`src/rtl/hash_gen_pkg.sv`:
```
// Shared definitions for the multi-channel rolling hash generator:
// command bit positions, rotate helper and the digest record layout.
package hash_gen_pkg;

    localparam int CMD_EMIT_BIT = 8;
    localparam int CMD_SEED_BIT = 9;
    localparam logic [7:0] DEF_CMD_CODE = 8'h00;

    localparam int DEF_DATA_W = 128;
    localparam int DEF_CH_W   = 2;
    localparam int DEF_CNT_W  = 16;

    // Widest hash the rotate helper supports; narrower words are zero-extended.
    localparam int ROTL_MAX_W = 512;

    // Digest record at the default widths; the top builds the same layout from its parameters.
    typedef struct packed {
        logic [DEF_CH_W-1:0]   ch;
        logic [DEF_DATA_W-1:0] hash;
        logic [DEF_CNT_W-1:0]  cnt;
    } digest_t;

    function automatic logic [ROTL_MAX_W-1:0] rotl(input logic [ROTL_MAX_W-1:0] v,
                                                  input int w,
                                                  input int r);
        logic [ROTL_MAX_W-1:0] ones;
        logic [ROTL_MAX_W-1:0] mask;
        ones = '1;
        mask = ones >> (ROTL_MAX_W - w);
        return ((v << r) | (v >> (w - r))) & mask;
    endfunction

endpackage

```
`src/rtl/hash_gen_mc_fifo.sv`:
```
// Generic synchronous FIFO with full/empty flags, used as the digest output queue.
module hash_fifo #(
    parameter int WIDTH = 8,
    parameter int DEPTH = 4
) (
    input  logic             clk,
    input  logic             rst_n,
    input  logic             push_i,
    input  logic [WIDTH-1:0] wdata_i,
    input  logic             pop_i,
    output logic [WIDTH-1:0] rdata_o,
    output logic             full_o,
    output logic             empty_o
);

    localparam int AW = $clog2(DEPTH);

    logic [WIDTH-1:0] mem_q [DEPTH];
    logic [AW-1:0]    wrPtr_q, wrPtr_d;
    logic [AW-1:0]    rdPtr_q, rdPtr_d;
    logic [AW:0]      count_q, count_d;
    logic             doPush, doPop;

    assign full_o  = (count_q == (AW+1)'(DEPTH));
    assign empty_o = (count_q == '0);
    assign doPush  = push_i && !full_o;
    assign doPop   = pop_i && !empty_o;
    assign rdata_o = mem_q[rdPtr_q];

    // Depth is a power of two, so the pointers wrap naturally.
    always_comb begin
        wrPtr_d = wrPtr_q;
        rdPtr_d = rdPtr_q;
        count_d = count_q;
        if (doPush) begin
            wrPtr_d = wrPtr_q + AW'(1);
        end
        if (doPop) begin
            rdPtr_d = rdPtr_q + AW'(1);
        end
        case ({doPush, doPop})
            2'b10:   count_d = count_q + (AW+1)'(1);
            2'b01:   count_d = count_q - (AW+1)'(1);
            default: count_d = count_q;
        endcase
    end

    always_ff @(posedge clk or negedge rst_n) begin
        if (!rst_n) begin
            wrPtr_q <= '0;
            rdPtr_q <= '0;
            count_q <= '0;
            for (int i = 0; i < DEPTH; i++) begin
                mem_q[i] <= '0;
            end
        end else begin
            wrPtr_q <= wrPtr_d;
            rdPtr_q <= rdPtr_d;
            count_q <= count_d;
            if (doPush) begin
                mem_q[wrPtr_q] <= wdata_i;
            end
        end
    end

endmodule

```
`src/rtl/hash_gen_mc.sv`:
```
// Multi-channel XOR-rotate hash generator: command words seed/absorb/emit per
// channel, and emitted digests leave through a valid/ready output FIFO.
module hash_gen_mc
    import hash_gen_pkg::*;
#(
    parameter int         DATA_W     = 128,
    parameter int         CH_N       = 4,
    parameter int         ROT        = 1,
    parameter logic [7:0] CMD_CODE   = DEF_CMD_CODE,
    parameter int         FIFO_DEPTH = 4,
    parameter int         CNT_W      = 16,
    localparam int        CH_W       = (CH_N > 1) ? $clog2(CH_N) : 1
) (
    input  logic              clk,
    input  logic              rst_n,
    input  logic [DATA_W-1:0] data_i,
    input  logic [CH_W-1:0]   ch_i,
    input  logic              valid_i,
    output logic              ready_o,
    output logic [DATA_W-1:0] data_o,
    output logic [CH_W-1:0]   ch_o,
    output logic [CNT_W-1:0]  cnt_o,
    output logic              valid_o,
    input  logic              ready_i
);

    typedef struct packed {
        logic [CH_W-1:0]   ch;
        logic [DATA_W-1:0] hash;
        logic [CNT_W-1:0]  cnt;
    } entry_t;

    logic [DATA_W-1:0] hash_q [CH_N];
    logic [DATA_W-1:0] hash_d [CH_N];
    logic [CNT_W-1:0]  cnt_q  [CH_N];
    logic [CNT_W-1:0]  cnt_d  [CH_N];

    logic              fifoFull, fifoEmpty;
    logic              accept, isCmd, chValid, cmdFire, isSeed, pushDigest;
    logic [CH_W-1:0]   chIdx;
    logic [DATA_W-1:0] selHash, newHash;
    logic [CNT_W-1:0]  selCnt, newCnt;
    entry_t            pushEntry, headEntry;

    assign ready_o = !fifoFull;
    assign accept  = valid_i && ready_o;
    assign isCmd   = (data_i[7:0] == CMD_CODE);
    assign chValid = (32'(ch_i) < CH_N);
    assign cmdFire = accept && isCmd && chValid;
    assign isSeed  = data_i[CMD_SEED_BIT];
    // Out-of-range channels never fire, so steering them to 0 keeps the index legal.
    assign chIdx   = chValid ? ch_i : '0;

    always_comb begin
        hash_d  = hash_q;
        cnt_d   = cnt_q;
        selHash = hash_q[chIdx];
        selCnt  = cnt_q[chIdx];
        if (isSeed) begin
            newHash = data_i;
            newCnt  = CNT_W'(1);
        end else begin
            newHash = data_i ^ DATA_W'(rotl(ROTL_MAX_W'(selHash), DATA_W, ROT));
            newCnt  = (&selCnt) ? selCnt : selCnt + CNT_W'(1);
        end
        if (cmdFire) begin
            hash_d[chIdx] = newHash;
            cnt_d[chIdx]  = newCnt;
        end
    end

    always_ff @(posedge clk or negedge rst_n) begin
        if (!rst_n) begin
            for (int c = 0; c < CH_N; c++) begin
                hash_q[c] <= '0;
                cnt_q[c]  <= '0;
            end
        end else begin
            hash_q <= hash_d;
            cnt_q  <= cnt_d;
        end
    end

    // The digest carries the post-update hash and count, so the emitting word is included.
    always_comb begin
        pushDigest     = cmdFire && data_i[CMD_EMIT_BIT];
        pushEntry.ch   = chIdx;
        pushEntry.hash = newHash;
        pushEntry.cnt  = newCnt;
    end

    hash_fifo #(
        .WIDTH ($bits(entry_t)),
        .DEPTH (FIFO_DEPTH)
    ) u_fifo (
        .clk     (clk),
        .rst_n   (rst_n),
        .push_i  (pushDigest),
        .wdata_i (pushEntry),
        .pop_i   (valid_o && ready_i),
        .rdata_o (headEntry),
        .full_o  (fifoFull),
        .empty_o (fifoEmpty)
    );

    assign valid_o = !fifoEmpty;
    assign data_o  = headEntry.hash;
    assign ch_o    = headEntry.ch;
    assign cnt_o   = headEntry.cnt;

endmodule

```
`config.mk`:
```
export PLATFORM = sky130hd
export DESIGN_NAME = hash_gen_mc
export DESIGN_NICKNAME = d
export VERILOG_FILES = /design/src/rtl/hash_gen_pkg.sv /design/src/rtl/hash_gen_mc_fifo.sv /design/src/rtl/hash_gen_mc.sv
export SDC_FILE = /design/constraint.sdc
export NUM_CORES = 2
export LEC_CHECK = 0
export CAP_MARGIN = 10
export CORE_MARGIN = 2
export CORE_UTILIZATION = 46
export DETAILED_ROUTE_END_ITERATION = 8
export GPL_ROUTABILITY_DRIVEN = 0
export SETUP_SLACK_MARGIN = 0.2
export SLEW_MARGIN = 20
export SYNTH_ARGS = -nofsm -noshare
export SYNTH_HDL_FRONTEND = slang
export SYNTH_HIERARCHICAL = 1
export SYNTH_SLANG_ARGS = --single-unit
```
`constraint.sdc`:
```
create_clock -name clk -period 6.15 [get_ports clk]
set_input_delay 1.23 -clock clk [delete_from_list [all_inputs] [get_ports clk]]
set_output_delay 1.23 -clock clk [all_outputs]
set_load 0.03 [all_outputs]
```
==> results.md <==
- The residual DRC count is 0.
- The per-instance average area after synthesis is 13.1 um^2.
- In the finished design, the share of the clock period the worst path needs comes to ~77%.
- The total standard cell area after synthesis is 52,200 um^2.
- The global route total overflow is 0.
- Synthesis produced a netlist whose cell count is 3,972.
- The hold-critical path depth is 2.
- The endpoint required time on the critical path is 4.92 ns.
- The number of nets handed over by synthesis was 4,113.
- The die width is between 300 and 400 um.
- Clock-pin slew was measured on the worst setup and hold paths at 0.06 ns.
- The count of final hold-check violations is 0.
- The top flip-flop cell by instance count after synthesis is sky130_fd_sc_hd__dfrtp_1.
- The maximum number of pins on one net before global-route repair is between 150 and 200.
- The worst setup slack for register-to-register paths is 2.84 ns.
- The detailed-route wire length per cell is 21.0 um.
- The total vias in the final route is between 30,000 and 40,000.
- The endpoint with the worst hold slack is hash_q[4].
- The share of async-settable or async-resettable flops after synthesis is 100%.
- At the end of the flow, the number of nets in the layout was 4,313.
- The number of different library cells used by synthesis comes to 47.
- The slew at the pin closest to its max-slew limit is 0.999 ns.
- In this run the post-CTS setup repair buffer count came out at 0.
- The DRC violation total after the first TritonRoute iteration is between 1,500 and 2,000.
- The number of global-route vias before repair was around 33,000.
- The number of antenna-violating nets in the routed design is 0.
- The arrival time of data at the critical path endpoint is 3.51 ns.
- The final count of negative-setup-slack endpoints is 0.
- The die covers 116,000 um^2.
- No sink is reached through more buffers than the 3 on the longest clock path.
- The worst setup path is of the register to output port kind.
- The floorplan has 123 rows.
- In this run the worst path has a maximum fanout of 28.
- The run finished with clean final reports.
- The end of the worst register-to-register path is hash_q[380].
- The min-delay analysis places its worst path in the category register to register.
- STA classifies the critical path startpoint as a register.
- TritonCTS built the clock tree.
- The max-cap check violation count is 0.
- The height of the die is 341 um.
- On the final layout, the worst clock skew is 0.0263 ns.
- The areal power density over the cells is 296 nW/um^2.
- By area the synthesized netlist is led by sky130_fd_sc_hd__dfrtp_1 56%, sky130_fd_sc_hd__mux2_2 13%, sky130_fd_sc_hd__mux4_2 13%, sky130_fd_sc_hd__o21ai_0 5.4%, sky130_fd_sc_hd__nand2_1 4.1%.
- The first global-routing pass estimated between 150,000 and 200,000 um of wire.
- Static timing analysis puts the maximum clock frequency at 0.211 GHz.
- The post-CTS resize count is 0.
- The number of antenna diodes in the final layout is 0.
- The portion of the post-synthesis area used by sequential elements is between 50 and 60%.
- The worst relative slew slack is 32.9%.
- After floorplanning, the core was sized to cover 112,000 um^2.
- The count of state elements after synthesis is between 1,000 and 1,500.
- Leaving out fill and tap cells, the most frequent cells in the layout are 1,165 x sky130_fd_sc_hd__dfrtp_1, 585 x sky130_fd_sc_hd__mux2_2, 577 x sky130_fd_sc_hd__nand2_1, 562 x sky130_fd_sc_hd__o21ai_0, 290 x sky130_fd_sc_hd__mux4_2.
- The analysis attributes to cell leakage a power of 0.0277 uW.
- The count of flip-flops with a built-in enable after synthesis is 0.
- The number of ports placed on the die boundary is around 280.
- The worst slack after detailed placement is approximately 1.5 ns.
- The worst path needs around 4.7 ns of the cycle, external delays included.
- On the worst path, the slowest cell contributes a delay of 0.89 ns.
- The aggregate global-route resource usage is 21.5%.
- The worst setup path is captured at an output port.
- The library cell used most frequently in the layout, excluding fill and tap cells, is sky130_fd_sc_hd__dfrtp_1.
- For this design, the sink count on the clock tree is 1,167.
- The HPWL after detailed placement is 71,400 um.
- The area growth from synthesis to layout is 16.2%.
- Setup repair after global routing left no endpoint under its margin.
- The level count of the clock H-tree is 4.
- The hold path startpoint is hash_q[4].
- For the worst-skew pair, the clock arrives at the later sink with an insertion delay of 0.73 ns.
- The number of antenna violations at the first check in global routing is 3.
- The library cell used as clock root buffer is sky130_fd_sc_hd__clkbuf_16.
- The largest area contributor in the netlist is sky130_fd_sc_hd__dfrtp_1.
- On the critical path, the stage with the largest delay is an instance of sky130_fd_sc_hd__dfrtp_4.
- The first detailed-routing pass ran for 5 iterations.
- The initial cell density of the core is 46.4%.
- The peak ir drop on the vdd network is 0.216 mV.
- The number of clock buffers added by TritonCTS is between 100 and 150.
- The post-route worst setup slack is 1.41 ns.
- The fraction of final layout cells sized beyond drive strength 1 is between 20 and 30%.
- The number of cells on the worst reg-to-reg path is 7.
- Traced cell by cell, the critical path runs through buf_4 > mux4_2 > clkdlybuf4s50_1.
- In the routed layout, each cell is associated on average with a via count of 5.41.
- The setup TNS is 0 ns.
- The number of buffers inserted by hold repair at cts is 0.
- In this run the biggest area consumer among cell types represents 55.9% of the synthesized area.
- Input and output buffers added on the ports amount to 281.
- The sum of routed wire length over all layers is 121,000 um.
- The final count of pins violating max slew is 0.
- The number of warnings issued by yosys is 6.
- In this run the critical register-to-register path is launched from u_fifo/count_q[0].
## cell type report
class	count	area [um^2]
fill	9538	51800
sequential	1167	29200
multi-input combinational	2389	20900
clock buffer	188	3910
timing repair buffer	338	3530
tap	1500	1880
clock inverter	51	684
inverter	144	541
## layer usage
layer,up-vias,wire [um],GRT usage [%]
met3,167,5070,3.98
li1,14300,-,-
met4,6,2990,6.34
met1,16300,57200,30.9
met2,497,56100,33.4
met5,-,44,0
## sequential cells by signal, summed over array words and instances (netlist names)
register and flops:
u_fifo/wrPtr_q 2, u_fifo/rdPtr_q 2, hash_q 512, u_fifo/mem_q 584, cnt_q 64, u_fifo/count_q 3
## logic make-up (layout without fill, tap and decap cells)
group / count (synthesis) / in the layout / share of synthesized area, %
and+or+nand+nor: 777 / 777 / 6.53
buffers and inverters: 416 / 721 / 4.10
DFF: 1167 / 1167 / 55.9
xor gates and xnor gates: 140 / 140 / 2.35
adders and majority gates: 7 / 7 / 0.182
AOI/OAI and AO/OA: 587 / 587 / 5.73
muxes: 878 / 878 / 25.2
## power breakdown
| part | switching [uW] | leakage (uW) | total [uW] | internal, uW |
|---|---|---|---|---|
| clock network | 3190 | 0.00227 | 8220 | 5030 |
| logic | 1020 | 0.00922 | 1760 | 743 |
| registers | 210 | 0.0163 | 8000 | 7790 |
## worst max path at each step
stage	from	to	cells past startpoint
2_1_floorplan	ch_i[0]	u_fifo/mem_q[14]	9
3_3_place_gp	ch_i[0]	u_fifo/mem_q[162]	7
3_5_place_dp	ch_i[0]	u_fifo/mem_q[308]	7
4_1_cts	u_fifo/rdPtr_q[0]	cnt_o[1]	3
5_1_grt	u_fifo/rdPtr_q[0]	cnt_o[2]	3
6_report	u_fifo/rdPtr_q[0]	cnt_o[1]	3
## Yosys cell counts, types with 2 or more instances
library cell and count:
sky130_fd_sc_hd__dfrtp_1 1167, sky130_fd_sc_hd__mux2_2 585, sky130_fd_sc_hd__nor3_1 4, sky130_fd_sc_hd__and2_1 2, sky130_fd_sc_hd__or2_2 3, sky130_fd_sc_hd__nor2_1 27, sky130_fd_sc_hd__clkbuf_1 143, sky130_fd_sc_hd__nand4_4 2
sky130_fd_sc_hd__inv_1 144, sky130_fd_sc_hd__ha_1 6, sky130_fd_sc_hd__nand2b_1 2, sky130_fd_sc_hd__a22oi_1 3, sky130_fd_sc_hd__nand3_1 5, sky130_fd_sc_hd__nor3b_1 2, sky130_fd_sc_hd__buf_6 66, sky130_fd_sc_hd__xor2_1 4
sky130_fd_sc_hd__buf_2 47, sky130_fd_sc_hd__o21ai_0 562, sky130_fd_sc_hd__or3_1 3, sky130_fd_sc_hd__nand3b_1 3, sky130_fd_sc_hd__o21ai_1 8, sky130_fd_sc_hd__mux2i_1 3, sky130_fd_sc_hd__buf_1 13, sky130_fd_sc_hd__o31a_1 2
sky130_fd_sc_hd__xnor2_1 136, sky130_fd_sc_hd__buf_4 2, sky130_fd_sc_hd__nand2_1 577, sky130_fd_sc_hd__a22o_1 8, sky130_fd_sc_hd__and3_1 2, sky130_fd_sc_hd__nor2b_1 131, sky130_fd_sc_hd__mux4_2 290, sky130_fd_sc_hd__nor4_1 4
sky130_fd_sc_hd__or4_1 2
## critical path: cells and delay by family (launching register included)
| kind | cells | cell delay [ns] |
|---|---|---|
| buffers and inverters | 2 | 1.22 |
| DFF | 1 | 0.89 |
| muxes | 1 | 0.65 |
## metrics by stage
step | hold slack, ns | area [um^2] | total power (uW) | util, % | std cells
after floorplan | 0.445 | 52200 | 9180 | - | 3972
after global placement | 0.456 | 56100 | 9950 | 49.8 | 5538
after detailed placement | 0.465 | 56100 | 9960 | 49.8 | 5538
after CTS | 0.478 | 60700 | 18300 | 53.9 | 5777
after global routing | 0.487 | 60700 | 18700 | 53.9 | 5777
final | 0.473 | 60700 | 18000 | 53.9 | 5777
Power figures use the tool's default switching activity.
